File: src/rtl/baud_pkg.sv
// Shared divisor type and standard 50 MHz / x16 oversample divisor constants.
package baud_pkg;

  localparam int unsigned BaudDivW  = 16;
  localparam int unsigned BaudFracW = 4;

  typedef struct packed {
    logic [BaudDivW-1:0]  div_int;
    logic [BaudFracW-1:0] div_frac;
  } baud_div_t;

  localparam baud_div_t Baud9600   = '{div_int: 16'd325, div_frac: 4'd8};
  localparam baud_div_t Baud19200  = '{div_int: 16'd162, div_frac: 4'd12};
  localparam baud_div_t Baud38400  = '{div_int: 16'd81,  div_frac: 4'd6};
  localparam baud_div_t Baud57600  = '{div_int: 16'd54,  div_frac: 4'd4};
  localparam baud_div_t Baud115200 = '{div_int: 16'd27,  div_frac: 4'd2};

endpackage

File: src/rtl/baud_frac_acc.sv
// Fractional phase accumulator: carry stretches the current period by one clk.
module baud_frac_acc
  import baud_pkg::*;
#(
  parameter int unsigned FRAC_W = 4
) (
  input  logic              clk,
  input  logic              rst_n,
  input  logic              clr,
  input  logic              step,
  input  logic [FRAC_W-1:0] frac,
  output logic              carry
);

  logic [FRAC_W-1:0] acc_q, acc_d;
  logic [FRAC_W:0]   sum;

  always_comb begin
    sum   = {1'b0, acc_q} + {1'b0, frac};
    carry = sum[FRAC_W];
    acc_d = acc_q;
    if (clr) begin
      acc_d = '0;
    end else if (step) begin
      acc_d = sum[FRAC_W-1:0];
    end
  end

  always_ff @(posedge clk or negedge rst_n) begin
    if (!rst_n) begin
      acc_q <= '0;
    end else begin
      acc_q <= acc_d;
    end
  end

endmodule

File: src/rtl/baud_gen_frac.sv
// Fractional-N baud generator: oversample and bit ticks with shadowed divisor
// updates that only take effect on period boundaries.
module baud_gen_frac
  import baud_pkg::*;
#(
  parameter int unsigned DIV_W        = 16,
  parameter int unsigned FRAC_W       = 4,
  parameter int unsigned OSR          = 16,
  parameter int unsigned DEF_DIV_INT  = 27,
  parameter int unsigned DEF_DIV_FRAC = 2
) (
  input  logic                    clk,
  input  logic                    rst_n,
  input  logic                    en,
  input  logic [DIV_W-1:0]        div_int,
  input  logic [FRAC_W-1:0]       div_frac,
  input  logic                    load,
  input  logic                    sync_restart,
  input  logic                    align_mid,
  output logic                    os_tick,
  output logic                    bit_tick,
  output logic                    cfg_ack,
  output logic [DIV_W+FRAC_W-1:0] active_div
);

  localparam int unsigned OsW = $clog2(OSR);

  logic              en_q;
  logic [DIV_W-1:0]  cnt_q, cnt_d;
  logic [OsW-1:0]    os_cnt_q, os_cnt_d;
  logic [DIV_W-1:0]  act_int_q, act_int_d, pend_int_q, pend_int_d;
  logic [FRAC_W-1:0] act_frac_q, act_frac_d, pend_frac_q, pend_frac_d;
  logic              pend_valid_q, pend_valid_d;
  logic              os_tick_q, os_tick_d, bit_tick_q, bit_tick_d, cfg_ack_q, cfg_ack_d;
  logic              carry, acc_clr, acc_step;
  logic [DIV_W-1:0]  last;

  function automatic logic [DIV_W-1:0] clamp_int(input logic [DIV_W-1:0] v);
    return (v < DIV_W'(2)) ? DIV_W'(2) : v;
  endfunction

  baud_frac_acc #(
    .FRAC_W (FRAC_W)
  ) u_frac_acc (
    .clk   (clk),
    .rst_n (rst_n),
    .clr   (acc_clr),
    .step  (acc_step),
    .frac  (act_frac_q),
    .carry (carry)
  );

  always_comb begin
    last         = act_int_q - DIV_W'(1) + DIV_W'(carry);
    cnt_d        = cnt_q;
    os_cnt_d     = os_cnt_q;
    act_int_d    = act_int_q;
    act_frac_d   = act_frac_q;
    pend_int_d   = pend_int_q;
    pend_frac_d  = pend_frac_q;
    pend_valid_d = pend_valid_q;
    os_tick_d    = 1'b0;
    bit_tick_d   = 1'b0;
    cfg_ack_d    = 1'b0;
    acc_clr      = 1'b0;
    acc_step     = 1'b0;

    if (load) begin
      pend_int_d   = clamp_int(div_int);
      pend_frac_d  = div_frac;
      pend_valid_d = 1'b1;
    end

    if (!en) begin
      cnt_d    = '0;
      os_cnt_d = '0;
      acc_clr  = 1'b1;
      if (pend_valid_q) begin
        act_int_d    = pend_int_q;
        act_frac_d   = pend_frac_q;
        pend_valid_d = load;
        cfg_ack_d    = 1'b1;
      end
    end else if (!en_q || sync_restart) begin
      // Period start: cnt=0 here means the tick lands on edge P from now.
      cnt_d   = '0;
      acc_clr = 1'b1;
      if (sync_restart) begin
        os_cnt_d = align_mid ? OsW'(OSR / 2) : '0;
        if (load) begin
          act_int_d    = clamp_int(div_int);
          act_frac_d   = div_frac;
          pend_valid_d = 1'b0;
          cfg_ack_d    = 1'b1;
        end
      end
    end else if (cnt_q == last) begin
      cnt_d      = '0;
      acc_step   = 1'b1;
      os_tick_d  = 1'b1;
      os_cnt_d   = os_cnt_q + OsW'(1);
      bit_tick_d = (os_cnt_q == OsW'(OSR - 1));
      if (pend_valid_q) begin
        act_int_d    = pend_int_q;
        act_frac_d   = pend_frac_q;
        pend_valid_d = load;
        cfg_ack_d    = 1'b1;
      end
    end else begin
      cnt_d = cnt_q + DIV_W'(1);
    end
  end

  always_ff @(posedge clk or negedge rst_n) begin
    if (!rst_n) begin
      en_q         <= 1'b0;
      cnt_q        <= '0;
      os_cnt_q     <= '0;
      act_int_q    <= DIV_W'(DEF_DIV_INT);
      act_frac_q   <= FRAC_W'(DEF_DIV_FRAC);
      pend_int_q   <= DIV_W'(DEF_DIV_INT);
      pend_frac_q  <= FRAC_W'(DEF_DIV_FRAC);
      pend_valid_q <= 1'b0;
      os_tick_q    <= 1'b0;
      bit_tick_q   <= 1'b0;
      cfg_ack_q    <= 1'b0;
    end else begin
      en_q         <= en;
      cnt_q        <= cnt_d;
      os_cnt_q     <= os_cnt_d;
      act_int_q    <= act_int_d;
      act_frac_q   <= act_frac_d;
      pend_int_q   <= pend_int_d;
      pend_frac_q  <= pend_frac_d;
      pend_valid_q <= pend_valid_d;
      os_tick_q    <= os_tick_d;
      bit_tick_q   <= bit_tick_d;
      cfg_ack_q    <= cfg_ack_d;
    end
  end

  assign os_tick    = os_tick_q;
  assign bit_tick   = bit_tick_q;
  assign cfg_ack    = cfg_ack_q;
  assign active_div = {act_int_q, act_frac_q};

endmodule
File: config.mk
export PLATFORM = sky130hd
export DESIGN_NAME = baud_gen_frac
export DESIGN_NICKNAME = d
export VERILOG_FILES = /design/src/rtl/baud_pkg.sv /design/src/rtl/baud_frac_acc.sv /design/src/rtl/baud_gen_frac.sv
export SDC_FILE = /design/constraint.sdc
export NUM_CORES = 1
export LEC_CHECK = 0
export ABC_AREA = 1
export CORE_MARGIN = 4
export CORE_UTILIZATION = 55
export CTS_BUF_LIST = sky130_fd_sc_hd__clkbuf_16
export CTS_CLUSTER_DIAMETER = 50
export CTS_CLUSTER_SIZE = 8
export DETAILED_ROUTE_END_ITERATION = 10
export PLACE_DENSITY = 0.78
export SLEW_MARGIN = 20
export SYNTH_ARGS = -nofsm -noshare
export SYNTH_HDL_FRONTEND = slang
export SYNTH_HIERARCHICAL = 1
export SYNTH_SLANG_ARGS = --single-unit
File: constraint.sdc
create_clock -name clk -period 4.2 [get_ports clk]
set_input_delay 0.63 -clock clk [delete_from_list [all_inputs] [get_ports clk]]
set_output_delay 0.63 -clock clk [all_outputs]
set_load 0.01 [all_outputs]
==> flow_metrics.tcl <==
set metrics [dict create \
    clkTransAtPathRegs_ns 0.07 \
    place_inst 729 \
    overflow 0 \
    via_count 4098 \
    diodes 0 \
    drcViolationCount 0 \
    netlist-cell-type-count 37 \
    maxSlewHeadroom 0.333 \
    synth_seq_area_share 0.400 \
    cts.sink_count 69 \
    die_area_sq_um 9390 \
    instances_no_fill 745 \
    dieWidth_microns 96.9 \
    final_antenna_net_count 0 \
    r2r_start "act_frac_q[0]$_DFFE_PN0P_" \
    fp.coreArea_sq_um 7690 \
    irDropWorstVdd_uv 339 \
    leakage_uw 0.00250 \
    cp_common_cell "nand2_1" \
    drt_iter0_markers 269 \
    nets 673 \
    outcome "complete, no violations" \
    cts_buffer_depth 2 \
    reg2reg_depth 19 \
    area_delta_synth_final_pct 19.8 \
    required_ns 4.41 \
    clkLatencyLatePin_ns 0.33 \
    finalSetupTns_ns 0 \
    dp_hpwl_microns 7780 \
    cts-resized-gates 0 \
    grt_pass1_wl_microns 18500 \
    synth_top_area_share 0.340 \
    finClkSkew_ns 0.0118 \
    endpoint_kind "flop" \
    hold_viol 0 \
    setup_viol 0 \
    r2r-end "act_int_q[7]$_DFFE_PN0P_" \
    first_pass_iters 5 \
    crit_start "act_frac_q[0]$_DFFE_PN0P_" \
    synthArstFlopShare 1.00 \
    cts_tree "yes" \
    ys_warn_count 6 \
    yosys_register_bits 69 \
    yosys.area.top_type "dfrtp_1" \
    crit_chain "ha_1 -> fa_1 -> a21oi_1 -> o21bai_1 -> inv_1 -> ha_1 -> ha_1 -> nand2_2 -> nor2_4 -> xor2_1 -> nand2_1 -> inv_1 -> nand2_1 -> nor2_1 -> nand2_1 -> nand2_2 -> nand3_2 -> nand2_1 -> nand2_1" \
    rrSetupSlack_ns 0.66 \
    worstSetupEndpoint "act_int_q[7]$_DFFE_PN0P_" \
    cp_max_fo 20 \
    pre_cts_slack_ns 0.729 \
    ys.flop_type "dfrtp_1" \
    worst_slew_pin_slew_ns 1.00 \
    clockRootBuffer "clkbuf_16" \
    grt_max_degree 39 \
    final_layout_size_suffix_gt1_frac 0.0762 \
    synthTopCellsByArea "dfrtp_1, nand2_1, dfstp_2" \
    avgRoutedWirePerCell_microns 14.9 \
    rsz0062_at_grt "no" \
    rows 32 \
    synth_edf_count 0 \
    max_cap_viol_count 0 \
    max_stage_delay_ns 0.44 \
    startpoint_type "flop" \
    postPlaceCellArea_sq_um 4860 \
    grt_pass1_vias 3848 \
    hold_path.class "in2async" \
    cp_slowest_cell "fa_1" \
    synth_fp_nets 632 \
    ios 49 \
    synth_area_sq_um 4350 \
    antenna_found_initial 0 \
    io_buffer_count 48 \
    power.density_nw_per_um2 436 \
    gp_congestion 0.947 \
    syn-instance-count 597 \
    design_area_sq_um 5210 \
    min_period_over_period 0.844 \
    routed_wl_microns 11100 \
    fp.dieH_microns 96.9 \
    report.final.slew_viol_count 0 \
    cts_buffers 9 \
    fin_crit_ns 3.54 \
    track_usage 0.243 \
    post_cts_buffers 0 \
    via_per_inst 5.50 \
    htreeDepth 3 \
    max_freq_mhz 282 \
    fin_ws_ns 0.655 \
    hold_buffers 0 \
    avgSynthCellArea_sq_um 7.28 \
    start_util 0.565 \
    critPathArrivalTime_ns 3.76 \
    critical_path_class "reg2reg" \
]
## Yosys cell counts, drive strengths merged (2+ instances only)
| cell type | n |
|---|---|
| nand2 | 201 |
| nor2 | 62 |
| inv | 60 |
| dfrtp | 59 |
| o21ai | 50 |
| nand3 | 30 |
| nand4 | 27 |
| clkbuf | 16 |
| xor2 | 14 |
| xnor2 | 12 |
| dfstp | 10 |
| a31oi | 8 |
| ha | 8 |
| buf | 7 |
| a21oi | 6 |
| nor3 | 5 |
| nor3b | 5 |
| nand3b | 3 |
| nor4 | 3 |
| or2 | 2 |
## per-layer routing
layer / GRT usage / vias up / share of wire
met1: 0.320 / 1924 / 0.44
met4: 0.0832 / 0 / 0.022
met2: 0.404 / 141 / 0.48
met3: 0.0433 / 23 / 0.056
met5: 0 / - / 0
li1: - / 2010 / -
## registers in the layout (all words and copies together), names as in the netlist, 4 cells and up, named ones only
register and flops:
act_int_q 16, cnt_q 16, pend_int_q 16, act_frac_q 4, os_cnt_q 4, pend_frac_q 4
u_frac_acc/acc_q 4
## worst max-delay path: cells and delay by family (launching register included)
family,cells,cell delay (ns)
buf+inv,2,0.10
simple gates,10,1.32
xor+xnor,1,0.19
compound gates,2,0.24
flops,1,0.42
fa+ha+maj,4,1.14
## through the flow
step           hold WS (ns)  utilization  total power (uW)
2_1_floorplan         0.334            -              1160
3_3_place_gp          0.454        0.632              1370
3_5_place_dp          0.458        0.632              1380
4_1_cts               0.449        0.678              2280
5_1_grt               0.486        0.678              2400
6_report              0.421        0.678              2270
## layout make-up
type / instances / area [sq um]
clock inverters: 7 / 128
multi-input cells: 444 / 2250
clock buffers: 9 / 225
well taps: 102 / 128
repair buffers: 53 / 513
inverters: 61 / 229
flip-flops and latches: 69 / 1740
fillers: 666 / 2480
## worst min-delay path by stage
stage	from	endpoint	slack (ns)	cells past startpoint
3_3_place_gp	pend_frac_q[1]$_DFFE_PN1P_	pend_frac_q[1]$_DFFE_PN1P_	0.45	2
6_report	rst_n	pend_int_q[8]$_DFFE_PN0P_	0.42	1
5_1_grt	rst_n	pend_int_q[8]$_DFFE_PN0P_	0.49	1
4_1_cts	rst_n	pend_int_q[9]$_DFFE_PN0P_	0.45	1
3_5_place_dp	pend_frac_q[1]$_DFFE_PN1P_	pend_frac_q[1]$_DFFE_PN1P_	0.46	2
2_1_floorplan	rst_n	asynchronous set/reset pin	0.33	0
## power breakdown
part           internal [uW]  switching (uW)  leakage [uW]  total (uW)
Clock                    589             303      0.000173         892
Sequential               735             103      0.000869         839
Combinational            236             303       0.00146         539
## cells in the final DEF, fill, tap and decap left out, types with 9 or more instances in the layout
master / instances
nand2_1: 197
inv_1: 60
dfrtp_1: 59
nor2_1: 57
clkdlybuf4s50_1: 47
o21ai_0: 45
nand3_1: 28
nand4_1: 27
xor2_1: 14
xnor2_1: 12
dfstp_2: 10
clkbuf_16: 9
## cell families after synthesis
logic type | count (synthesis) | share of synthesized area
buffers and inverters | 84 | 0.0829
adders and majority gates | 9 | 0.0276
xor gates and xnor gates | 28 | 0.0630
and+or+nand+nor | 339 | 0.340
AOI/OAI and AO/OA | 68 | 0.0866
DFF | 69 | 0.400
(Power assumes the default switching activity.)
